`src/rtl/fibo_pkg.sv`:
```
// Shared definitions for the Fibonacci sequence engine: FSM state encoding and sequence seeds.
package fibo_pkg;

    localparam logic [1:0] ST_IDLE = 2'd0;
    localparam logic [1:0] ST_CALC = 2'd1;
    localparam logic [1:0] ST_DONE = 2'd2;

    typedef enum logic [1:0] {
        IDLE = ST_IDLE,
        CALC = ST_CALC,
        DONE = ST_DONE
    } state_t;

    localparam int unsigned FIBO_SEED0 = 0;
    localparam int unsigned FIBO_SEED1 = 1;

endpackage

```
`src/rtl/fibo_datapath.sv`:
```
// Fibonacci term registers: A holds F(i), B holds the look-ahead F(i+1); each carries a sticky
// "true value no longer fits in WIDTH bits" flag.
module fibo_datapath
    import fibo_pkg::*;
#(
    parameter int WIDTH = 16
) (
    input  logic             clk,
    input  logic             rst,
    input  logic             load,
    input  logic             step,
    output logic [WIDTH-1:0] a,
    output logic             a_ovf
);

    logic [WIDTH-1:0] b;
    logic             b_ovf;
    logic [WIDTH:0]   sum;

    assign sum = {1'b0, a} + {1'b0, b};

    // NOTE: sequential state uses non-blocking assignments so every register samples pre-edge values.
    always_ff @(posedge clk) begin
        if (rst) begin
            a     <= '0;
            b     <= '0;
            a_ovf <= 1'b0;
            b_ovf <= 1'b0;
        end else if (load) begin
            a     <= WIDTH'(FIBO_SEED0);
            b     <= WIDTH'(FIBO_SEED1);
            a_ovf <= 1'b0;
            b_ovf <= 1'b0;
        end else if (step) begin
            a     <= b;
            a_ovf <= b_ovf;
            b     <= sum[WIDTH-1:0];
            // Once a term has overflowed every later term is also too large.
            b_ovf <= sum[WIDTH] | a_ovf | b_ovf;
        end
    end

endmodule

```
`src/rtl/fibo_seq_gen.sv`:
```
// Fibonacci sequence engine: computes F(n) mod 2^WIDTH with a start/busy/done handshake.
// Optional term streaming is enabled by defining FIBO_TERM_STREAM_EN.
module fibo_seq_gen
    import fibo_pkg::*;
#(
    parameter int WIDTH = 16,
    parameter int NW    = 6
) (
    input  logic             clk,
    input  logic             rst,
    input  logic             start,
    input  logic [NW-1:0]    n,
    output logic             busy,
    output logic             done,
    output logic [WIDTH-1:0] result,
    output logic             overflow,
    output logic [WIDTH-1:0] term,
    output logic             term_valid
);

    state_t           state, state_nxt;
    logic [NW-1:0]    cnt;
    logic             load, step, finish;
    logic [WIDTH-1:0] a;
    logic             a_ovf;

    fibo_datapath #(.WIDTH(WIDTH)) u_datapath (
        .clk   (clk),
        .rst   (rst),
        .load  (load),
        .step  (step),
        .a     (a),
        .a_ovf (a_ovf)
    );

    always_ff @(posedge clk) begin
        if (rst) state <= IDLE;
        else     state <= state_nxt;
    end

    // NOTE: defaults assigned first so no path through the case leaves a signal unassigned (no latches).
    always_comb begin
        state_nxt = state;
        case (state)
            IDLE:    if (start) state_nxt = CALC;
            CALC:    if (cnt == '0) state_nxt = DONE;
            DONE:    state_nxt = IDLE;
            default: state_nxt = IDLE;
        endcase
    end

    always_comb begin
        load   = 1'b0;
        step   = 1'b0;
        finish = 1'b0;
        case (state)
            IDLE: load = start;
            CALC: begin
                finish = (cnt == '0);
                step   = (cnt != '0);
            end
            default: ;
        endcase
    end

    // Result/overflow are only written on finish, so they persist through idle time.
    always_ff @(posedge clk) begin
        if (rst) begin
            cnt      <= '0;
            busy     <= 1'b0;
            done     <= 1'b0;
            result   <= '0;
            overflow <= 1'b0;
        end else begin
            done <= 1'b0;
            if (load) begin
                cnt  <= n;
                busy <= 1'b1;
            end
            if (step) cnt <= cnt - NW'(1);
            if (finish) begin
                result   <= a;
                overflow <= a_ovf;
                done     <= 1'b1;
                busy     <= 1'b0;
            end
        end
    end

`ifdef FIBO_TERM_STREAM_EN
    // Every CALC cycle emits A, so F(0)..F(n) appear with the last beat alongside done.
    always_ff @(posedge clk) begin
        if (rst) begin
            term       <= '0;
            term_valid <= 1'b0;
        end else begin
            term_valid <= (state == CALC);
            if (state == CALC) term <= a;
        end
    end
`else
    assign term       = '0;
    assign term_valid = 1'b0;
`endif

endmodule

```
`config.mk`:
```
export PLATFORM = sky130hd
export DESIGN_NAME = fibo_seq_gen
export DESIGN_NICKNAME = d
export VERILOG_FILES = /design/src/rtl/fibo_pkg.sv /design/src/rtl/fibo_datapath.sv /design/src/rtl/fibo_seq_gen.sv
export SDC_FILE = /design/constraint.sdc
export NUM_CORES = 1
export LEC_CHECK = 0
export BUFFER_PORTS_ARGS = -buffer_cell sky130_fd_sc_hd__buf_2
export CORE_UTILIZATION = 50
export DETAILED_ROUTE_END_ITERATION = 7
export GPL_TIMING_DRIVEN = 0
export MAX_ROUTING_LAYER = met4
export PLACE_DENSITY = 0.67
export SYNTH_ARGS = -nofsm -noshare
export SYNTH_HDL_FRONTEND = slang
export SYNTH_SLANG_ARGS = --single-unit
```
`constraint.sdc`:
```
create_clock -name clk -period 2.15 [get_ports clk]
set_input_delay 0.215 -clock clk [delete_from_list [all_inputs] [get_ports clk]]
set_output_delay 0.215 -clock clk [all_outputs]
set_load 0.005 [all_outputs]
```
[After elaboration in Yosys (flattened, before gate mapping)]
Index checks and enable logic that the tools add are counted.
Storage, ports and cells
  register bits after elaboration: 61
  input bits: 9
  output and inout port bits: 36
  word-level logic and storage cells: 36
Cells by class
  $add $sub $neg: 2
  equal/unequal tests: 3
  mux-type cells: 11
  bitwise gates (word level): 2
  reductions and logical operators: 7
Operators with widths (count)
  $add A16 B16 Y17: 1
  $mux W6: 2
  $logic_not A6 Y1: 1
  $mux W1: 6
  $reduce_bool A6 Y1: 1
  $sub A6 B1 Y6 const B: 1
  $mux W2: 2
  $ne A2 B2 Y1 const B: 2
  $pmux W2 S2: 1
  $reduce_or A2 Y1: 2
  $eq A2 B1 Y1 const B: 1
  $logic_not A2 Y1: 1
  $or A1 B1 Y1: 2
  $reduce_and A2 Y1: 1
  $reduce_bool A2 Y1: 1

[Longest topological paths before layout]
  depth in word-level cells: 4
  mapped depth: 9
  depth with buffers taken out: 8

[Modules after synthesis]
From an unflattened synthesis, not the netlist that was laid out.
Unflattened totals
  cells, all modules: 322
  area total of the unflattened synthesis: 3067.9 um^2
By module, submodules not included
  fibo_datapath: instances 1, cells an instance 213, area an instance 1911.8 um^2, sequential area each 680.7 um^2
  fibo_seq_gen: instances 1, cells an instance 109, area an instance 1156.1 um^2, sequential area each 540.5 um^2

[Worst setup path before layout]
Ideal clock, no wire load.
  path kind: register to register
  start point: register u_datapath.a[0]
  end point: register u_datapath.b_ovf
  library setup time: 0.121 ns
  arrival: 1.773 ns
  data required time: 2.029 ns
  slack: 0.256 ns
  stages on the path, launching flop included: 9
  buffers on the path: 0
  clock period less this slack: 1.894 ns
  path through: dfxtp_1 > ha_1 > fa_1 > a21oi_1 > o21ai_1 > a22oi_1 > o21ai_0 > a21oi_1 > o21ai_1
Between the ends
  word-level cells in the longest chain between the ends: 3
Ends and longest elaborated chain
  from (decl): line fibo_datapath.sv:12  | output logic [WIDTH-1:0] a,
  from (signal assigned): line fibo_datapath.sv:30  | a <= WIDTH'(FIBO_SEED0);
  $add A16 B16 Y17: line fibo_datapath.sv:20  | assign sum = {1'b0, a} + {1'b0, b};
  $or A1 B1 Y1 (2 in a row): line fibo_datapath.sv:39  | b_ovf <= sum[WIDTH] | a_ovf | b_ovf;
  to (signal assigned): line fibo_datapath.sv:39
  to (decl): line fibo_datapath.sv:17  | logic b_ovf;
No other way between the ends.
A chain may end at the register's enable or synchronous reset.

[Worst setup path after layout]
  start point: register u_datapath.a[2]
  end point: register u_datapath.b[13]
Between the ends
  word-level cells in the longest chain between the ends: 1
Ends and longest elaborated chain
  $add A16 B16 Y17: line fibo_datapath.sv:20
  to (signal assigned): line fibo_datapath.sv:31  | b <= WIDTH'(FIBO_SEED1);
  to (signal assigned): line fibo_datapath.sv:37  | b <= sum[WIDTH-1:0];
  to (decl): line fibo_datapath.sv:16  | logic [WIDTH-1:0] b;
No other way between the ends.

==> impl_metrics.ini <==
[cts]
cts-buffers-inserted = 9
insertion_delay_ns = 0.34
clockBufferDepth = 2
cts_root_buffer = clkbuf_8
clk_pin_slew_worst_paths_ns = 0.07
cts_sinks = 61
cts_htree_levels = 3
cts_tree = built

[cells_and_area]
final_common_cell = nand2_1
final_cell_mix = 92 x nand2_1, 59 x dfxtp_1, 58 x a21oi_1
antenna_cells = 0
drive_gt1_share_pct = 19.0
post-route-util_pct = 60.5
nets = 466
area_delta_synth_final_pct = 16.9
fin_cells = 517

[sta]
finalSetupViolCount = 0
rsz0062_at_grt = no
slew-limit-headroom_pct = 49.5
worst_slack_ns = 0.128
fmax_mhz = 495
fin_crit_sh_pct = 94.0
final.min_clock_period_ns = 2.02
hold_viol_final = 0
tightestPinTransition_ns = 0.755
finalMaxSlewViolations = 0
skew_ns = 0.00575
whs_ns = 0.124

[floorplan]
die_w_um = 80.3
num_rows = 28
core_area_mm2 = 0.00592
die_h_um = 80.3
ioPinCount = 45
dieArea_mm2 = 0.00645
start_util_pct = 51.8

[synth]
synth_area_mm2 = 0.00306
synth_area_leaders = dfxtp_1 40%, nand2_1 11%, a21oi_1 9.6%, ha_1 7.3%, buf_4 4.4%
yosys_warnings = 0
synth_area_leader_cell = dfxtp_1
netlist_instances = 383
synth_top_area_share_pct = 39.9
ys_ff_latch = 61
synth_cell_types = 49
syn_avg_cell_area_um2 = 8.00
ys_seq_area_share_pct = 39.9

[global_route]
grt_first_pass_wirelength_mm = 11.7
overflow = 0
grt_max_degree = 11
first_global_vias = 2452
track_usage_pct = 24.9
antenna_found_initial = 0

[critical_path]
critPathKind = reg -> reg
critPathMaxFanout = 4
crit_family = compound AO/OA/AOI/OAI gates
crit_chain = ha_1 > o21ai_1 > o21bai_2 > a21oi_4 > o211ai_4 > o31ai_2 > xor2_1 > o21ai_1
path_buf_inv = 0
cp-end-kind = register
cpMostUsedCell = o21ai_1
max_stage_delay_ns = 0.37
worst_ep_arrival_time_ns = 2.24
crit_slowest_cell = ha_1
required_ns = 2.37
startpoint_type = register

[placement]
place.detailed.hpwl_mm = 4.89
numPortBuffers = 27
gp_congestion = 0.812
place_inst = 501
pre_cts_slack_ns = -0.0765

[power_and_ir_drop]
power_density_mw_per_mm2 = 709
p_sw_w = 0.000729
p_clk_share_pct = 36.7
peakVddDrop_v = 0.000362
netSwitchingFraction_pct = 28.7
power.leakage_nw = 1.49
p_int_w = 0.00181
combPwrFrac_pct = 16.4
p_seq_share_pct = 47.0

[routing]
detail_route.wl_per_cell_um = 13.7
finalWirelength_mm = 7.11
antenna_left = 0
drc = 0
via_count = 2704
avgViaCountPerCell = 5.23
dr.first_iter.drc_count = 183
dr.pass1.iters = 4

[hold_path]
hp-class = in -> reg

[run]
cap_violations = 0

[run_status]
status = finished clean
## synthesized netlist by cell type, drive strengths merged
master	count
conb	1
and4	1
a31oi	3
a21boi	1
and2	2
nand3	11
a21o	4
o21bai	2
a211o	1
nor3b	1
nor4	1
o211ai	2
o21ai	19
nand3b	2
nand2b	3
a221oi	1
dfxtp	61
inv	8
buf	26
and3	2
a32oi	3
nor2b	1
a21oi	60
a22oi	1
nor3	4
clkbuf	9
xor2	5
o31ai	3
nand4	1
o21a	1
xnor2	7
a211oi	4
fa	1
nor2	21
ha	18
nand2	92
## worst paths after layout
kind                   startpoint                to  slack [ns]  cells past startpoint
setup / recovery  u_datapath.a[2]  u_datapath.b[13]        0.13                      8
hold / removal               n[0]            cnt[0]        0.12                      3
setup reg to reg  u_datapath.a[2]  u_datapath.b[13]        0.13                      8
hold reg to reg         result[7]         result[7]        0.45                      2
## cell type report
cell class                      instances  area (um2)
Fill cell                             549        2340
Multi-Input combinational cell        295        1680
Sequential cell                        61        1220
Buffer                                 34         230
Clock buffer                           14         173
Timing Repair Buffer                   29         150
Tap cell                               75        93.8
Inverter                                8        30.0
Clock inverter                          1        5.00
## per-stage QoR
stage / cell area (um2) / TNS (ns) / power, W
2_1_floorplan: 3120 / 0 / 0.00151
4_1_cts: 3550 / 0 / 0.00255
6_report: 3580 / 0 / 0.00254
3_5_place_dp: 3350 / -0.107 / 0.00163
3_3_place_gp: 3350 / -0.0616 / 0.00163
5_1_grt: 3580 / 0 / 0.00266
## tightest hold or removal path: stages
cell and delay (ns):
buf_2 0.07, a221oi_1 0.06, nor2_1 0.08
## power groups by stage
stage | Combinational, W | Clock [W] | Sequential [W]
after floorplan | 0.000297 | 0 | 0.00121
after global placement | 0.000414 | 0 | 0.00121
after detailed placement | 0.000417 | 0 | 0.00122
after CTS | 0.000419 | 0.000941 | 0.00119
after global routing | 0.000469 | 0.000998 | 0.00120
final | 0.000415 | 0.000930 | 0.00119
## repair_timing
item	4_1_cts	5_1_grt
pin swaps	1	5
setup endpoints to repair	2	14
hold endpoints to repair	0	0
resized for setup	2	6
buffers inserted	1	1
hold buffers	0	0
## state kept, by name, indices dropped and copies added (netlist names), 2 cells and up
name,flops
cnt,6
u_datapath.b,16
state,2
result,16
u_datapath.a,16
## logic make-up (layout without fill, tap and decap cells)
kind of cell	count (synthesis)	after routing	synth area share (%)
other	1	17	0.122
and+or+nand+nor	142	142	19.6
DFF	61	61	39.9
xor gates and xnor gates	12	12	3.43
AOI/OAI and AO/OA	105	105	20.4
adders and majority gates	19	19	8.00
buffers and inverters	43	86	8.62
## routing by layer
layer / vias up / track usage (%) / part of all wire (%)
li1: 1385 / - / -
met1: 1249 / 30.6 / 46
met2: 61 / 39.8 / 48
met3: 9 / 4.20 / 5.1
met4: 0 / 11.3 / 1.1
met5: - / - / 0
Power figures use the tool's default switching activity.
